--- config.mk ---
export PLATFORM = sky130hd
export DESIGN_NAME = mux_cfg_bank_flat
export DESIGN_NICKNAME = d
export VERILOG_FILES = /design/src/rtl/mux_cfg_bank_pkg.sv /design/src/rtl/mux_cfg_bank_if.sv /design/src/rtl/mux_cfg_bank_field.sv /design/src/rtl/mux_cfg_bank.sv /design/src/flat_wrapper.sv
export SDC_FILE = /design/constraint.sdc
export NUM_CORES = 1
export LEC_CHECK = 0
export CORE_MARGIN = 2
export CORE_UTILIZATION = 38
export CTS_CLUSTER_SIZE = 24
export DETAILED_ROUTE_END_ITERATION = 8
export MAX_ROUTING_LAYER = met4
export PLACE_DENSITY = 0.69
export SYNTH_ARGS = -nofsm -noshare
export SYNTH_HDL_FRONTEND = slang
export SYNTH_HIERARCHICAL = 1
export SYNTH_SLANG_ARGS = --single-unit
--- constraint.sdc ---
create_clock -name bus_clk -period 2.4 [get_ports bus_clk]
set_clock_uncertainty 0.1 [all_clocks]
set_input_delay 0.24 -clock bus_clk [delete_from_list [all_inputs] [get_ports bus_clk]]
set_output_delay 0.24 -clock bus_clk [all_outputs]
set_load 0.005 [all_outputs]
--- src/rtl/mux_cfg_bank_pkg.sv ---
// Register map and decode helpers for the mux select control bank.
package mux_cfg_pkg;

  localparam int DEC_W = 8;
  localparam int CNT_W = 16;

  localparam logic [DEC_W-1:0] SHADOW_BASE   = 8'h00;
  localparam logic [DEC_W-1:0] CTRL_OFF      = 8'h40;
  localparam logic [DEC_W-1:0] STATUS_OFF    = 8'h44;
  localparam logic [DEC_W-1:0] APPLY_CNT_OFF = 8'h48;

  localparam int CTRL_APPLY  = 0;
  localparam int CTRL_AUTO   = 1;
  localparam int CTRL_TRG_EN = 2;

  typedef struct packed {
    logic       sh;
    logic [3:0] idx;
    logic       ctrl;
    logic       stat;
    logic       cnt;
  } dec_t;

  function automatic dec_t decode(input logic [DEC_W-1:0] a, input int nch);
    dec_t             d;
    logic [DEC_W-1:0] off;
    off    = a - SHADOW_BASE;
    d.sh   = (off[1:0] == 2'b00) && (32'(off[DEC_W-1:2]) < nch);
    d.idx  = off[5:2];
    d.ctrl = (a == CTRL_OFF);
    d.stat = (a == STATUS_OFF);
    d.cnt  = (a == APPLY_CNT_OFF);
    return d;
  endfunction

endpackage

--- src/rtl/mux_cfg_bank_if.sv ---
// Simple register bus: one-cycle ack, registered rdata/err.
interface sys_bus_if;
  logic        clk;
  logic        rstn;
  logic [31:0] addr;
  logic [31:0] wdata;
  logic        wen;
  logic        ren;
  logic [31:0] rdata;
  logic        ack;
  logic        err;

  modport master (input clk, rstn, rdata, ack, err, output addr, wdata, wen, ren);
  modport slave  (input clk, rstn, addr, wdata, wen, ren, output rdata, ack, err);
endinterface

--- src/rtl/mux_cfg_bank_field.sv ---
// One select channel: shadow/active pair, legality check and change detect.
module mux_cfg_field #(
  parameter int SW   = 2,
  parameter int NSEL = 4
) (
  input  logic          clk_i,
  input  logic          rst_ni,
  input  logic          wr_i,
  input  logic [31:0]   wdata_i,
  input  logic          auto_i,
  input  logic          apply_i,
  output logic          wr_ok_o,
  output logic [SW-1:0] shadow_o,
  output logic [SW-1:0] act_o,
  output logic          chg_o,
  output logic          pend_o
);

  logic [SW-1:0] shadow_q, shadow_d, act_q, act_d, src;
  logic          legal;

  // Whole-word compare also rejects any stray bits above SW.
  assign legal   = (wdata_i < 32'(NSEL));
  assign wr_ok_o = wr_i & legal;

  always_comb begin
    src      = (wr_ok_o & auto_i) ? wdata_i[SW-1:0] : shadow_q;
    act_d    = apply_i ? src : act_q;
    shadow_d = wr_ok_o ? wdata_i[SW-1:0] : shadow_q;
  end

  assign chg_o  = (act_d != act_q);
  assign pend_o = wr_ok_o & ~auto_i & (wdata_i[SW-1:0] != act_d);

  always_ff @(posedge clk_i or negedge rst_ni) begin
    if (!rst_ni) begin
      shadow_q <= '0;
      act_q    <= '0;
    end else begin
      shadow_q <= shadow_d;
      act_q    <= act_d;
    end
  end

  assign shadow_o = shadow_q;
  assign act_o    = act_q;

endmodule

--- src/rtl/mux_cfg_bank.sv ---
// Mux select control bank: shadowed select fields applied atomically by
// software strobe, external trigger, or immediately in auto mode.
module mux_cfg_bank
  import mux_cfg_pkg::*;
#(
  parameter int NCH  = 4,
  parameter int SW   = 2,
  parameter int NSEL = 4
) (
  sys_bus_if.slave                bus,
  input  logic                    trg_i,
  output logic [NCH-1:0][SW-1:0]  mux_o,
  output logic                    mux_upd_o
);

  dec_t                   dec;
  logic                   acc, ctrl_wr, apply, wr_ok_any, mapped, err_d;
  logic [31:0]            rdata_d;
  logic [NCH-1:0]         wr, wr_ok, chg, pset;
  logic [NCH-1:0][SW-1:0] shadow, act;

  logic                   auto_q, trg_en_q, pending_q, pending_d;
  logic [CNT_W-1:0]       cnt_q, cnt_d;
  logic                   ack_q, err_q, upd_q;
  logic [31:0]            rdata_q;

  logic unused_addr;
  assign unused_addr = ^bus.addr[31:DEC_W];

  assign dec       = decode(bus.addr[DEC_W-1:0], NCH);
  assign acc       = bus.wen | bus.ren;
  assign ctrl_wr   = bus.wen & dec.ctrl;
  assign wr_ok_any = |wr_ok;
  assign mapped    = dec.sh | dec.ctrl | dec.stat | dec.cnt;

  assign apply = (ctrl_wr & bus.wdata[CTRL_APPLY]) |
                 (trg_en_q & trg_i) |
                 (auto_q & wr_ok_any);

  genvar g;
  generate
    for (g = 0; g < NCH; g++) begin : g_fld
      assign wr[g] = bus.wen & dec.sh & (dec.idx == 4'(g));
      mux_cfg_field #(.SW(SW), .NSEL(NSEL)) u_fld (
        .clk_i    (bus.clk),
        .rst_ni   (bus.rstn),
        .wr_i     (wr[g]),
        .wdata_i  (bus.wdata),
        .auto_i   (auto_q),
        .apply_i  (apply),
        .wr_ok_o  (wr_ok[g]),
        .shadow_o (shadow[g]),
        .act_o    (act[g]),
        .chg_o    (chg[g]),
        .pend_o   (pset[g])
      );
    end
  endgenerate

  // An apply clears pending, but a concurrent write that the apply did not
  // carry over re-arms it in the same edge.
  assign pending_d = apply ? (|pset) : (pending_q | (|pset));
  assign cnt_d     = apply ? cnt_q + 16'd1 : cnt_q;

  assign err_d = acc & (~mapped |
                        (bus.wen & (dec.stat | dec.cnt)) |
                        (bus.wen & dec.sh & ~wr_ok_any));

  always_comb begin
    rdata_d = '0;
    if (bus.ren) begin
      if (dec.sh) begin
        for (int i = 0; i < NCH; i++)
          if (dec.idx == 4'(i)) rdata_d = 32'(shadow[i]);
      end else if (dec.ctrl) begin
        rdata_d[CTRL_AUTO]   = auto_q;
        rdata_d[CTRL_TRG_EN] = trg_en_q;
      end else if (dec.stat) begin
        rdata_d[0] = pending_q;
      end else if (dec.cnt) begin
        rdata_d = 32'(cnt_q);
      end
    end
  end

  always_ff @(posedge bus.clk or negedge bus.rstn) begin
    if (!bus.rstn) begin
      auto_q    <= 1'b0;
      trg_en_q  <= 1'b0;
      pending_q <= 1'b0;
      cnt_q     <= '0;
      ack_q     <= 1'b0;
      err_q     <= 1'b0;
      rdata_q   <= '0;
      upd_q     <= 1'b0;
    end else begin
      if (ctrl_wr) begin
        auto_q   <= bus.wdata[CTRL_AUTO];
        trg_en_q <= bus.wdata[CTRL_TRG_EN];
      end
      pending_q <= pending_d;
      cnt_q     <= cnt_d;
      ack_q     <= acc;
      err_q     <= err_d;
      rdata_q   <= rdata_d;
      upd_q     <= |chg;
    end
  end

  assign bus.ack   = ack_q;
  assign bus.err   = err_q;
  assign bus.rdata = rdata_q;
  assign mux_o     = act;
  assign mux_upd_o = upd_q;

endmodule
--- src/flat_wrapper.sv ---
// flat-port wrapper written by rule: the top's interface ports become plain ports
module mux_cfg_bank_flat import mux_cfg_pkg::*;
#(
  parameter int NCH  = 4,
  parameter int SW   = 2,
  parameter int NSEL = 4
)
  (trg_i, mux_o, mux_upd_o, bus_clk, bus_rstn, bus_addr, bus_wdata, bus_wen, bus_ren, bus_rdata, bus_ack, bus_err);
  sys_bus_if bus_i ();
  input  logic trg_i;
  output logic [NCH-1:0][SW-1:0] mux_o;
  output logic mux_upd_o;
  input wire logic [$bits(bus_i.clk)-1:0] bus_clk;
  input wire logic [$bits(bus_i.rstn)-1:0] bus_rstn;
  input wire logic [$bits(bus_i.addr)-1:0] bus_addr;
  input wire logic [$bits(bus_i.wdata)-1:0] bus_wdata;
  input wire logic [$bits(bus_i.wen)-1:0] bus_wen;
  input wire logic [$bits(bus_i.ren)-1:0] bus_ren;
  output wire logic [$bits(bus_i.rdata)-1:0] bus_rdata;
  output wire logic [$bits(bus_i.ack)-1:0] bus_ack;
  output wire logic [$bits(bus_i.err)-1:0] bus_err;
  assign bus_i.clk = bus_clk;
  assign bus_i.rstn = bus_rstn;
  assign bus_i.addr = bus_addr;
  assign bus_i.wdata = bus_wdata;
  assign bus_i.wen = bus_wen;
  assign bus_i.ren = bus_ren;
  assign bus_rdata = bus_i.rdata;
  assign bus_ack = bus_i.ack;
  assign bus_err = bus_i.err;
  mux_cfg_bank #(.NCH(NCH), .SW(SW), .NSEL(NSEL)) u_core (.bus(bus_i), .trg_i(trg_i), .mux_o(mux_o), .mux_upd_o(mux_upd_o));
endmodule
After elaboration in Yosys (flattened, before gate mapping)
Index checks and enable logic that the tools add are counted.
Word-level totals
  logic and storage cells: 101
  flip-flop bits (word level): 70
  output and inout port bits: 43
  input port bits: 69
Cells by class
  bitwise operators: 41
  add/subtract/negate cells: 1
  $lt $le $gt $ge: 2
  equal/unequal tests: 14
  reductions and logical operators: 6
  multiplexer cells: 21
Operators with widths (count)
  $mux 32: 2
  $lt 32x3->1 const B: 1
  $mux 31: 1
  $mux 29: 1
  $and 1x1->1: 28
  $mux 2: 13
  $eq 8x7->1 const B: 3
  $add 16x1->16 const B: 1
  $mux 16: 1
  $ne 2x2->1: 8
  $reduce_or 4->1: 3
  $or 1x1->1: 10
  $eq 4x2->1 const B: 2
  $lt 6x3->1 const B: 1
  $eq 4x1->1 const B: 1
  $logic_not 4->1: 1
  $mux 1: 3
  $not 1->1: 3
  $logic_not 2->1: 1
  $logic_and 1x1->1: 1

Depth between registers and ports, before layout
Gate-level depths: netlist (run 1).
  depth in word-level cells: 14
  gate-level depth with buffers: 18
  depth with buffers taken out: 17

Modules after synthesis
The synthesis (run 1) kept the hierarchy.
Modules (own cells, without submodules)
  mux_cfg_bank: cells each 169, area each 1899.3 sq um, times used 1, seq. area each 950.9 sq um
  mux_cfg_field: cells each 46, area each 464.2 sq um, times used 4, seq. area each 100.1 sq um

Worst setup path before layout (run 1)
Ideal clock, no wire load.
  path kind: input port to flip-flop
  start: input bus_addr[1]
  end: register u_core.pending_q
  data required time: 2182 ps
  stages: 18
  data arrival time: 3668 ps
  setup slack: -1486 ps
  setup time: 118 ps
  path through: or4_4 > nor2_4 > nand3_1 > nor3b_1 > nor4b_4 > nand4_2 > nor2_4 > or4_4 > a22o_1 > nor2_1 > inv_1 > buf_2 > nor2b_1 > a21oi_1 > xor2_1 > a2111oi_1 > or4_1 > a21o_1
On the way
  word-level cells in the longest chain between the ends: 14
Ends and longest elaborated chain
  start, declared: RTL line flat_wrapper.sv:15  | input wire logic [$bits(bus_i.addr)-1:0] bus_addr;
  $logic_not 2->1 *: RTL line mux_cfg_bank_pkg.sv:28  | d.sh = (off[1:0] == 2'b00) && (32'(off[DEC_W-1:2]) < nch);
  $logic_and 1x1->1 *: RTL line mux_cfg_bank_pkg.sv:28
  $and 1x1->1 * (2 in a row): RTL line mux_cfg_bank.sv:43  | assign wr[g] = bus.wen & dec.sh & (dec.idx == 4'(g));
  net u_core.wr[1]: RTL line mux_cfg_bank.sv:19  | logic [NCH-1:0] wr, wr_ok, chg, pset;
  $and 1x1->1 *: RTL line mux_cfg_bank_field.sv:24  | assign wr_ok_o = wr_i & legal;
  net u_core.wr_ok[1]: RTL line mux_cfg_bank.sv:19
  $reduce_or 4->1 *: RTL line mux_cfg_bank.sv:33  | assign wr_ok_any = |wr_ok;
  $and 1x1->1 *: RTL line mux_cfg_bank.sv:38  | (auto_q & wr_ok_any);
  (+1 left out)
  net u_core.apply: RTL line mux_cfg_bank.sv:17  | logic acc, ctrl_wr, apply, wr_ok_any, mapped, err_d;
  $mux 2 *: RTL line mux_cfg_bank_field.sv:28  | act_d = apply_i ? src : act_q;
  $ne 2x2->1 *: RTL line mux_cfg_bank_field.sv:33  | assign pend_o = wr_ok_o & ~auto_i & (wdata_i[SW-1:0] != act_d);
  $and 1x1->1 *: RTL line mux_cfg_bank_field.sv:33
  net u_core.pset[1]: RTL line mux_cfg_bank.sv:19
  $reduce_or 4->1 *: RTL line mux_cfg_bank.sv:62  | assign pending_d = apply ? (|pset) : (pending_q | (|pset));
  $or 1x1->1: RTL line mux_cfg_bank.sv:62
  $mux 1 *: RTL line mux_cfg_bank.sv:62
  net u_core.pending_d: RTL line mux_cfg_bank.sv:22  | logic auto_q, trg_en_q, pending_q, pending_d;
  end signal, assigned: RTL line mux_cfg_bank.sv:101  | pending_q <= pending_d;
  end, declared: RTL line mux_cfg_bank.sv:22
The timed path passes the listed nets; every way through them passes the cells marked *.
A chain may end at the register's enable or synchronous reset.

Worst setup path after layout (run 1)
Ends and elaborated chain as after synthesis.

==> flow_summary.toml, run 1 <==
[sta]
finalSetupTns_ns = -8.12
hold_violations = 0
fmax_mhz = 291
timing.final.ws_setup_ns = -1.03
rsz0062_at_grt = "true"
report.final.slew_viol_count = 0
setup_viol = 26
finalCriticalPeriod_ns = 3.43
post-route-period-util = 1.43

[clock_tree]
cts_tree = "yes"
clock-sinks = 54
clock_path_buffers = 2
clock_latency_ns = 0.31
cts_root_buf = "clkbuf_8"
cts_buffers = 5
htreeDepth = 2
clkTransAtPathRegs_ns = 0.10

[floorplan]
pin_count = 112
dieArea_sq_mm = 0.0107
die_h_um = 103
start_util = 0.388
row_count = 36
die_w_um = 103
core_area_sq_mm = 0.00968

[logic_synthesis]
synth_cells = 353
synth_fa_ha_area_frac = 0.00333
ys_seq_elements = 54
syn-mean-instance-area_sq_um = 10.6
ys_async_sr_fraction = 1.00
synth_top_family_by_area = "simple AND/OR/NAND/NOR gates"
synth_enable_flop_cells = 0
syn-cell-area_sq_mm = 0.00376
synthMuxAreaShare = 0.0743
synth-seq-area-share = 0.360
ys_types = 44
synth_xor_area_frac = 0.0909
synthFlopType = "dfrtp_1"
yosys_warnings = 6
yosys.area_share.simple = 0.319
synth-compound-area-share = 0.102

[critical_path]
ff2ff_path_depth = 10
reg2reg_slack_ns = -0.18
cpPeakStageDelay_ns = 0.54
critical_path.endpoint = "u_core/pending_q"
path_common_cell = "nor2_4"
r2r-end = "u_core/pending_q"
worstReg2RegStart = "u_core/trg_en_q"
worstPathRequired_ns = 2.52
cp_slowest_cell = "or4_4"
crit_path_end_kind = "flop"
cp_max_fo = 5
worstSetupPathType = "in2reg"
crit_path_start = "bus_addr[1]"
critPathLaunchType = "primary input"
arrival_ns = 3.55
crit_chain = "buf_6, or4_4, nor2_4, nand3_4, nor3b_2, nor4b_4, nand4_2, nor2_4, or4_4, a22o_4, nor2_4, clkinv_4, buf_6, nor2b_4, a21oi_2, xor2_1, a2111oi_1, or4_1, a21o_1"

[grt]
grt_start_max_net_pins = 23
track_usage = 0.193
grt_overflow = 0
grt_pass1_wl_mm = 15.5
grt_antenna_before_repair = 0
grt_pass1_vias = 3192

[power]
p_per_area_mw_per_mm2 = 351
p_total_mw = 1.85
irDropWorstVdd_uv = 284
p_leak_nw = 2.32

[routing]
antenna_left = 0
drc = 0
vias = 3273
viasPerCell = 5.27
drt_iter0_markers = 125
routedWlPerCell_um = 15.8
drt-pass1-iter-count = 4
wirelength_mm = 9.80

[run]
maxCapViolations = 0

[layout]
antenna_cells = 0
area_delta_synth_final_pct = 40.7
postLayoutCellArea_sq_mm = 0.00528
final_layout_size_suffix_gt1_frac = 0.334
nNetsFinal = 558

[min_path]
hp-class = "in2async"

[placed_design]
gp_congestion = 0.836
portBuffers = 71
dp_hpwl_mm = 7.35
postPlaceCellArea_sq_mm = 0.00498

[run_status]
violations = "setup timing"
status = "finished, violations left"
[metrics by stage]
stage / utilization / hold slack [ns] / setup slack [ns] / instances
floorplan: - / -0.156 / -1.17 / 368
global placement: 0.514 / 0.0585 / -1.62 / 593
detailed placement: 0.514 / 0.0675 / -1.77 / 593
CTS: 0.538 / 0.269 / -0.966 / 613
global route: 0.546 / 0.292 / -1.16 / 621
finish: 0.546 / 0.253 / -1.03 / 621
[cell families after synthesis]
| logic type | count (synthesis) |
|---|---|
| XOR/XNOR | 39 |
| buffers and inverters | 29 |
| multiplexers | 21 |
| other | 1 |
| flip-flops | 54 |
| AND/OR/NAND/NOR | 149 |
| adder cells (fa/ha/maj) | 1 |
| AO/OA/AOI/OAI | 59 |
[power by group]
group	switching (mW)	total (mW)	leakage, nW	internal (mW)
Sequential	0.0241	0.951	0.745	0.927
Clock	0.295	0.602	0.0542	0.307
Combinational	0.159	0.301	1.52	0.142
Total	0.478	1.85	2.32	1.38
[synthesized netlist by cell type (5+ instances only)]
cell type	instances	share of area
buf_4	17	0.034
mux2_4	8	0.032
nand2_1	12	0.012
nor4_2	24	0.080
nor2_1	10	0.010
nor2b_1	14	0.023
o211ai_1	11	0.022
nor3_1	8	0.011
and3_1	11	0.018
xor2_1	24	0.056
nand4_2	8	0.027
mux2i_1	8	0.021
a21oi_1	17	0.023
nor2_4	5	0.015
xnor2_1	15	0.035
and4_1	10	0.023
nand3_1	16	0.021
and2_1	13	0.022
o21ai_0	18	0.024
dfrtp_1	54	0.36
[cells in the final DEF (no fill, tap or decap), types with 13 or more instances in the layout]
cell	n
nand3_1	15
a21oi_1	13
dlygate4sd2_1	27
dfrtp_1	54
buf_4	54
xor2_1	24
nor4_2	24
conb_1	16
xnor2_1	15
clkdlybuf4s50_1	31
and2_1	13
[how the worst min path moves through the flow]
stage	slack [ns]	endpoint	cells past startpoint
after global routing	0.29	u_core/bus.rdata[2]	3
after global placement	0.06	u_core/bus.rdata[2]	1
after detailed placement	0.07	u_core/bus.ack	1
final	0.25	u_core/auto_q	2
after CTS	0.27	u_core/auto_q	2
after floorplan	-0.16	u_core/auto_q	0
[metal layers]
layer | routed length [um] | vias up | global-route usage | share of wire
met4 | 190 | 0 | 0.0607 | 0.019
li1 | - | 1577 | - | -
met3 | 449 | 15 | 0.0262 | 0.046
met5 | 0 | - | - | 0
met2 | 5130 | 100 | 0.339 | 0.52
met1 | 4030 | 1581 | 0.228 | 0.41
[sequential cells by signal (all words and copies together), names as in the netlist, 8 cells and up]
signal,flops
u_core/bus.rdata,16
u_core/cnt_q,16
u_core/g_fld.u_fld/act_o,8
u_core/g_fld.u_fld/shadow_o,8
[critical path, delay by kind of cell]
kind                      cells  cell delay, ns
and+or+nand+nor              11            2.37
buffers and inverters         3            0.28
xor gates and xnor gates      1            0.15
AOI/OAI and AO/OA             4            0.49
[final cells by class]
| class | count | area (sq um) |
|---|---|---|
| clock inverter | 2 | 38.8 |
| inverter | 2 | 12.5 |
| fill | 863 | 4400 |
| clock buffer | 5 | 68.8 |
| timing repair buffer | 139 | 1250 |
| multi-input combinational | 285 | 2390 |
| sequential | 54 | 1350 |
| tap | 133 | 166 |
| timing repair inverter | 1 | 6.26 |
[timing repair]
item,4_1_cts,5_1_grt
pin swaps,14,5
endpoints found under the setup margin,35,28
cloned,1,0
gates resized for setup,75,21
endpoints found under the hold margin,13,0
hold buffers,1,0
setup buffers,12,10
Power figures use the tool's default switching activity.
==> inputs of run 2 (changes only) <==
--- a/config.mk
+++ b/config.mk
@@ -5,13 +5,13 @@
 export SDC_FILE = /design/constraint.sdc
 export NUM_CORES = 1
 export LEC_CHECK = 0
+export ABC_CLOCK_PERIOD_IN_PS = 2400
 export CORE_MARGIN = 2
 export CORE_UTILIZATION = 38
 export CTS_CLUSTER_SIZE = 24
 export DETAILED_ROUTE_END_ITERATION = 8
 export MAX_ROUTING_LAYER = met4
-export PLACE_DENSITY = 0.69
+export PLACE_DENSITY = 0.73
 export SYNTH_ARGS = -nofsm -noshare
 export SYNTH_HDL_FRONTEND = slang
-export SYNTH_HIERARCHICAL = 1
 export SYNTH_SLANG_ARGS = --single-unit
==> flow_summary.toml, run 2 <==
[logic_synthesis]
syn-mean-instance-area_sq_um = 10.1
yosys.area.top_type_share = 0.452
synth_enable_flop_cells = 0
ys_types = 48
ys_async_sr_fraction = 1.00
synth-seq-area-share = 0.452
synth_cells = 295
synth_common_cells = "dfrtp_1, nand2_1, nor2_1"
syn-cell-area_sq_mm = 0.00299
synthFlopType = "dfrtp_1"
yosys_warnings = 0
ys_top_cells_by_area = "dfrtp_1, xnor2_1, mux2i_1, buf_4, nand2_1"
yosysMostFrequentCell = "dfrtp_1"
yosysTopAreaCell = "dfrtp_1"
ys_seq_elements = 54

[layout]
final_cell_mix = "clkdlybuf4s50_1, dfrtp_1, buf_4"
final_layout_size_suffix_gt1_frac = 0.276
area_delta_synth_final_pct = 49.6
antenna_cells = 0
fillerInstances = 668
final_common_cell = "clkdlybuf4s50_1"
area.sequential_sq_mm = 0.00135
multi_input_area_sq_mm = 0.00172
nNetsFinal = 482

[run_status]
status = "finished, violations left"
violations = "setup timing"

[floorplan]
die_h_um = 92.7
pin_count = 112
start_util = 0.389
dieArea_sq_mm = 0.00859
core_area_sq_mm = 0.00769
die_w_um = 92.7
row_count = 32

[critical_path]
cp_max_fo = 5
critPathLaunchType = "primary input"
worstPathRequired_ns = 2.51
reg2reg_slack_ns = 0.21
crit_path_end_kind = "flop"
worstSetupPathType = "in2reg"
arrival_ns = 2.63

[routing]
drt_iter0_markers = 116
drc = 0
routedWlPerCell_um = 15.7
viasPerCell = 5.09
drt-pass1-iter-count = 4
wirelength_mm = 8.09
antenna_left = 0
vias = 2623

[grt]
track_usage = 0.202
grt_pass1_wl_mm = 13.4
grt_antenna_before_repair = 0
grt_use_met1 = 0.252
grt_pass1_vias = 2774
grt_use_met3 = 0.0439
met2_usage = 0.336
grt_start_max_net_pins = 55
busiest_layer = "met2"
grt_overflow = 0

[power]
irDropWorstVdd_uv = 370
p_total_mw = 2.34
p_per_area_mw_per_mm2 = 524
p_leak_nw = 1.95

[sta]
fmax_mhz = 397
slew_headroom = 0.551
timing.final.ws_setup_ns = -0.117
report.final.slew_viol_count = 0
rsz0062_at_grt = "true"
hold_violations = 0
post-route-period-util = 1.05
finalCriticalPeriod_ns = 2.52
setup_viol = 6
worstMarginPinSlew_ns = 0.673

[clock_tree]
clock_path_buffers = 2
htreeDepth = 2
clock_latency_ns = 0.32
cts_tree = "yes"
clock-sinks = 54
clkTransAtPathRegs_ns = 0.11
cts_buffers = 5
cts_root_buf = "clkbuf_8"

[placed_design]
portBuffers = 71
pre_cts_ws_ns = -0.887
dp_hpwl_mm = 5.88
gp_congestion = 0.843

[min_path]
hp-class = "in2reg"

[run]
maxCapViolations = 0
run 2: final timing paths:
path	start	end	cells past startpoint
setup / recovery	bus_addr[0]	u_core.pending_q	10
min in group asynchronous	bus_rstn	u_core.cnt_q[4]	3
max in group asynchronous	bus_rstn	u_core.bus.rdata[1]	3
hold reg to reg	u_core.cnt_q[15]	u_core.cnt_q[15]	1
setup reg to reg	u_core.auto_q	u_core.pending_q	9
hold / removal	bus_wdata[2]	u_core.trg_en_q	3
run 2: per-stage QoR:
| step | instance area (sq um) | utilization | TNS [ns] | cells | hold WS, ns |
|---|---|---|---|---|---|
| floorplan | 3090 | - | -1.23 | 310 | -0.156 |
| detailed placement | 4060 | 0.529 | -16.85 | 499 | 0.302 |
| global route | 4470 | 0.582 | -0.771 | 515 | 0.255 |
| global placement | 4060 | 0.529 | -15.35 | 499 | 0.297 |
| finish | 4470 | 0.582 | -0.277 | 515 | 0.249 |
| CTS | 4320 | 0.562 | -0.550 | 514 | 0.257 |
run 2: critical path, stage by stage:
cell      delay, ns
buf_6          0.09
or4_4          0.53
or3_4          0.34
and4bb_4       0.35
buf_12         0.13
mux2_4         0.32
a221oi_2       0.24
o22ai_1        0.10
a22oi_1        0.20
o21ai_1        0.08
run 2: cell families after synthesis:
family | Yosys count | synth area share
adder cells (fa/ha/maj) | 1 | 0.00419
flip-flops | 54 | 0.452
AND/OR/NAND/NOR | 114 | 0.216
multiplexers | 21 | 0.0812
XOR/XNOR | 23 | 0.0674
AO/OA/AOI/OAI | 45 | 0.105
buffers and inverters | 36 | 0.0724
other | 1 | 0.00125
run 2: area by class of cell:
type                    count  share of cell area
clock inverters             3              0.0106
flip-flops and latches     54               0.302
clock buffers               5              0.0154
inverters                   9             0.00755
repair buffers            122               0.251
well taps                 102              0.0285
multi-input cells         220               0.385
run 2: timing repair:
action | CTS | global route
setup endpoints to repair | 26 | 15
buffers inserted | 6 | 2
cloned | 1 | 0
gates resized for setup | 35 | 30
endpoints found under the hold margin | 54 | 0
hold buffers | 1 | 0
pin swaps | 18 | 19
run 2: where the power goes:
part	internal, mW	switching, mW	total, mW
Combinational	0.353	0.238	0.592
Sequential	0.981	0.132	1.11
Clock	0.317	0.321	0.638
run 2: metal layers:
layer,vias up,wire length (um)
li1,1254,-
met1,1285,3410
met2,72,4200
met3,12,374
met4,0,100
met5,-,0
